**config.mk**
```make
export PLATFORM = sky130hd
export DESIGN_NAME = bus_mem_slave
export DESIGN_NICKNAME = d
export VERILOG_FILES = /design/src/rtl/bus_mem_pkg.sv /design/src/rtl/sat_cnt.sv /design/src/rtl/bus_mem_slave.sv
export SDC_FILE = /design/constraint.sdc
export NUM_CORES = 1
export LEC_CHECK = 0
export CAP_MARGIN = 20
export CORE_MARGIN = 2
export CORE_UTILIZATION = 30
export DETAILED_ROUTE_END_ITERATION = 10
export PLACE_DENSITY = 0.44
export SLEW_MARGIN = 15
export SYNTH_ARGS = -nofsm -noshare
export SYNTH_HDL_FRONTEND = slang
export SYNTH_SLANG_ARGS = --single-unit
```
**constraint.sdc**
```tcl
create_clock -name clk -period 18.6 [get_ports clk]
set_clock_uncertainty 0.05 [all_clocks]
set_input_delay 3.72 -clock clk [delete_from_list [all_inputs] [get_ports clk]]
set_output_delay 3.72 -clock clk [all_outputs]
set_load 0.03 [all_outputs]
```
**src/rtl/bus_mem_pkg.sv**
```systemverilog
// Shared types and default sizes for the bus memory slave.
// Holds the FSM state encoding and the default address, data and counter widths.
package bus_mem_pkg;

  localparam int BUS_ADDR_W = 6;
  localparam int BUS_DATA_W = 8;
  localparam int CNT_W      = 8;

  typedef enum logic [1:0] {
    IDLE = 2'd0,
    READ = 2'd1,
    RESP = 2'd2
  } state_t;

endpackage

```
**src/rtl/sat_cnt.sv**
```systemverilog
// Saturating up-counter: steps by one per inc and sticks at all-ones.
// Used by the bus memory slave for its write and read statistics.
module sat_cnt
  import bus_mem_pkg::*;
#(
  parameter int W = CNT_W
) (
  input  logic         clk,
  input  logic         rst,
  input  logic         inc,
  output logic [W-1:0] cnt
);

  always_ff @(posedge clk or posedge rst) begin
    if (rst) begin
      cnt <= '0;
    end else if (inc && (cnt != {W{1'b1}})) begin
      cnt <= cnt + 1'b1;
    end
  end

endmodule

```
**src/rtl/bus_mem_slave.sv**
```systemverilog
// Single-port memory slave: writes complete in one cycle and are acknowledged with wack;
// reads take IDLE->READ->RESP and return data with a one-cycle rvalid pulse.
module bus_mem_slave
  import bus_mem_pkg::*;
#(
  parameter int ADDR_W = BUS_ADDR_W,
  parameter int DATA_W = BUS_DATA_W
) (
  input  logic              clk,
  input  logic              rst,
  input  logic              en,
  input  logic              wr,
  input  logic [ADDR_W-1:0] addr,
  input  logic [DATA_W-1:0] din,
  output logic              ready,
  output logic              wack,
  output logic [DATA_W-1:0] dout,
  output logic              rvalid,
  output logic [CNT_W-1:0]  wr_cnt,
  output logic [CNT_W-1:0]  rd_cnt
);

  localparam int DEPTH = 2 ** ADDR_W;

  state_t            state;
  logic [ADDR_W-1:0] addr_q;
  logic [DATA_W-1:0] mem [0:DEPTH-1];
  logic              wr_acc;
  logic              rd_acc;

  assign ready  = (state == IDLE);
  // en gates wr first so an undriven wr on idle cycles cannot leak into acceptance
  assign wr_acc = en & ready & wr;
  assign rd_acc = en & ready & ~wr;

  always_ff @(posedge clk or posedge rst) begin
    if (rst) begin
      for (int i = 0; i < DEPTH; i++) begin
        mem[i] <= '0;
      end
    end else if (wr_acc) begin
      mem[addr] <= din;
    end
  end

  // Reads never overlap a write, so the array is stable while READ fetches from addr_q
  always_ff @(posedge clk or posedge rst) begin
    if (rst) begin
      state  <= IDLE;
      addr_q <= '0;
      wack   <= 1'b0;
      rvalid <= 1'b0;
      dout   <= '0;
    end else begin
      wack   <= 1'b0;
      rvalid <= 1'b0;
      case (state)
        IDLE: begin
          if (wr_acc) begin
            wack <= 1'b1;
          end else if (rd_acc) begin
            addr_q <= addr;
            state  <= READ;
          end
        end
        READ: begin
          dout   <= mem[addr_q];
          rvalid <= 1'b1;
          state  <= RESP;
        end
        RESP: begin
          state <= IDLE;
        end
        default: begin
          state <= IDLE;
        end
      endcase
    end
  end

  sat_cnt #(.W(CNT_W)) u_wr_cnt (
    .clk (clk),
    .rst (rst),
    .inc (wr_acc),
    .cnt (wr_cnt)
  );

  sat_cnt #(.W(CNT_W)) u_rd_cnt (
    .clk (clk),
    .rst (rst),
    .inc (rd_acc),
    .cnt (rd_cnt)
  );

endmodule

```
==> Implementation_results.wiki <==
{| class="wikitable"
! Metric !! Value
|-
| Run status || finished clean
|-
| Final hold vios || 0
|-
| Antenna violations before repair || 3
|-
| R2r startpoint || addr_q[2]
|-
| Share of cells above drive strength 1 || 0.4959
|-
| Met1 wire length || 31840 um
|-
| Postcts setup bufs || 0
|-
| Met3 routed WL || 2286 um
|-
| Hold buffers post-CTS || 0
|-
| Count of buffers from port buffering || 44
|-
| H-Tree Level Count || 3
|-
| Detailed-route wire length per cell || 23.93 um
|-
| First-pass GRT wire length || 102000 um
|-
| Number of buffers between clock root and the deepest sink || 3
|-
| # placed instances || 2678
|-
| Full die area || 0.08634 sq mm
|-
| Arrival time reported for the critical path endpoint || 6600 ps
|-
| Nets || 1688
|-
| Core area || 0.08342 sq mm
|-
| Sequential fraction of design power || 0.441
|-
| RSZ-0062 raised after global routing || no
|-
| IO Pins || 45
|-
| Combined global-route utilization of all metal layers || 0.1576
|-
| Post-Layout Cell Count || 2796
|-
| Synthesized instance count || 1646
|-
| Achievable Freq || 0.1643 GHz
|-
| Worst EP required || 19110 ps
|-
| First-pass iteration count of the detailed router || 5
|-
| Hold Path Origin || mem[240]
|-
| Area overhead of the layout relative to synthesis || 14.09%
|-
| Clk root buf || clkbuf_16
|-
| Total number of placement rows || 106
|-
| Post-Synthesis Cell Area || 0.02520 sq mm
|-
| Final Slew Violations || 0
|-
| Max transition margin || 0.2794
|-
| Leakage power figure || 13.28 nW
|-
| Setup violations, final || 0
|-
| Met2 wire length || 31620 um
|-
| Power Density || 108.4 mW/mm^2
|-
| Largest net degree at the start of global routing || 83
|-
| Number of clock buffers inserted by TritonCTS || 66
|-
| Switching Share || 0.2831
|-
| Global-route congestion overflow total || 0
|-
| Sequential cell area fraction in the yosys report || 0.5422
|-
| Most used DFF post-synth || dfrtp_1
|-
| Tightest Pin Transition || 1054 ps
|-
| Count of cells along the worst hold path || 1
|-
| Total half-perimeter wirelength after legalization and detailed placement || 40960 um
|-
| Cell-internal power || 0.002233 W
|-
| Top-area cell type share of the netlist area || 0.5422
|-
| Number of cells traversed by the worst register-to-register path || 7
|-
| Die width || 293.8 um
|-
| Reg2Reg Capture Point || dout[3]
|-
| Peak ir drop on the vdd network || 61.68 uV
|-
| Synth area leader || dfrtp_1
|-
| Worst Setup End Kind || asynchronous set/reset pin
|-
| Warning count from the yosys run || 0
|-
| Max Used Layer || met5
|-
| Post-route fraction of the period consumed by the critical path || 0.3273
|-
| Insertion delay of the later-clocked pin in the worst-skew pair || 590 ps
|-
| Post-synth cell types || 50
|-
| Most frequent cells in the layout || 544 x mux2_2, 543 x dfrtp_1, 97 x mux4_2
|-
| Post-Place Setup Slack || 11670 ps
|-
| Antenna diodes || 0
|-
| Reg2Reg Setup Slack || 14070 ps
|-
| Async set or reset register ratio after synthesis || 1.000
|-
| Post-CTS resize count || 0
|-
| Vias per cell || 5.024
|-
| Antenna viol nets, final || 0
|-
| Count of flip-flops with a built-in enable after synthesis || 0
|-
| Largest fanout of any net on the critical path || 73
|-
| Post-route DRC violation count || 0
|-
| Worst-path clk slew || 50 ps
|-
| Max cap viols || 0
|-
| Setup ws final || 12510 ps
|-
| Flop and latch count out of synthesis || 546
|-
| Clock network fraction of design power || 0.394
|-
| Startpoint class of the critical path || input pin
|-
| Synthesized area per cell || 15.31 sq um
|-
| Final core area utilization || 0.3446
|-
| Vias post-DR || 14047
|-
| Category of the most critical setup path || input pin to asynchronous set/reset pin
|-
| Clock tree from TritonCTS || yes
|-
| Proportion of power drawn by combinational gates || 0.165
|-
| Drt first-iter violations || 736
|-
| Final RePlAce weighted congestion || 0.7487
|-
| Clock sink total || 546
|-
| Die height || 293.8 um
|-
| Via count of the first global-routing pass || 15038
|-
| Starting Density || 0.3021
|-
| Commonest non-fill, non-tap cell in the layout || mux2_2
|-
| Mapped Nets || 1666
|-
| Final worst path period need || 6088 ps
|-
| Final WL || 66900 um
|-
| Setup total negative slack || 0 ps
|-
| Switching pwr || 0.0008819 W
|-
| Top area cells in the synthesized netlist || dfrtp_1 54%, mux2_2 24%, mux4_2 8.7%
|-
| Hold/Removal Path Class || flip-flop to flip-flop
|-
| Hold path endpoint || mem[240]
|}
[worst max path at each step]
stage | from | end | slack (ps) | depth (start not counted)
after global placement | rst | mem[177] | 11760 | 4
final | rst | mem[268] | 12510 | 4
after floorplan | rst | addr_q[0] | 7400 | 1
after CTS | rst | mem[51] | 12320 | 4
after global routing | rst | mem[396] | 12030 | 4
after detailed placement | rst | mem[17] | 11670 | 4
[logic make-up (layout without fill, tap and decap cells)]
logic type / count (synthesis) / in the layout / synth area share
AOI/OAI and AO/OA: 81 / 81 / 0.02363
xor gates and xnor gates: 14 / 14 / 0.004866
adders and majority gates: 2 / 2 / 0.0009928
buffers and inverters: 126 / 196 / 0.02334
DFF: 546 / 546 / 0.5422
muxes: 725 / 725 / 0.3638
and+or+nand+nor: 152 / 152 / 0.04121
[layer usage]
metal,vias up,global-route usage
li1,6150,-
met1,7622,0.2235
met2,201,0.2523
met3,70,0.02349
met4,4,0.04069
met5,-,0
[critical path: stages]
cell and delay [ps]:
clkdlybuf4s50_1 440, clkinvlp_4 600, buf_4 800, buf_4 850
[power by group through the flow]
| stage | Clock, W | Sequential [W] | Combinational (W) |
|---|---|---|---|
| after CTS | 0.00128 | 0.00138 | 0.000525 |
| after global placement | 0 | 0.00139 | 0.000518 |
| after detailed placement | 0 | 0.00140 | 0.000523 |
| after global routing | 0.00132 | 0.00139 | 0.000554 |
| after floorplan | 0 | 0.00138 | 0.000344 |
| final | 0.00123 | 0.00137 | 0.000514 |
[metrics by stage]
step	cell area [sq um]	power [W]	hold slack, ps
2_1_floorplan	25200	0.001728	408.9
3_3_place_gp	26610	0.001911	418.0
3_5_place_dp	26660	0.001919	426.9
4_1_cts	28690	0.003176	439.3
5_1_grt	28750	0.003264	446.7
6_report	28750	0.003115	436.7
[flip-flops by register name (all words and copies together), names as in the netlist]
signal,cells
u_rd_cnt.cnt,8
dout,8
u_wr_cnt.cnt,8
state,2
wack,1
mem,512
rvalid,1
addr_q,6
[cell type report]
cell class                 instances  area, sq um
sequential                       546        13670
tap                             1080         1351
clock buffer                      99         1886
clock inverter                    17        150.1
timing repair buffer              75        704.4
fill                            7943        54670
inverter                           5        22.52
multi-input combinational        974        10960
[synth_stat cells, types with 6 or more instances]
master,instances
xor2_1,6
mux2_2,544
nor2_4,26
o31ai_1,8
dfrtp_1,546
nand2_1,19
buf_2,23
mux4_2,97
o22ai_1,14
buf_4,19
a22oi_1,16
nor2_2,7
nor2_1,26
mux2_1,13
a2111oi_0,7
nand2_2,27
a221oi_1,16
o21ai_0,7
buf_1,15
nand3_1,6
xnor2_1,8
mux2i_1,71
clkbuf_1,62
a211oi_1,9
No activity file was read; power rests on OpenSTA's default activity.
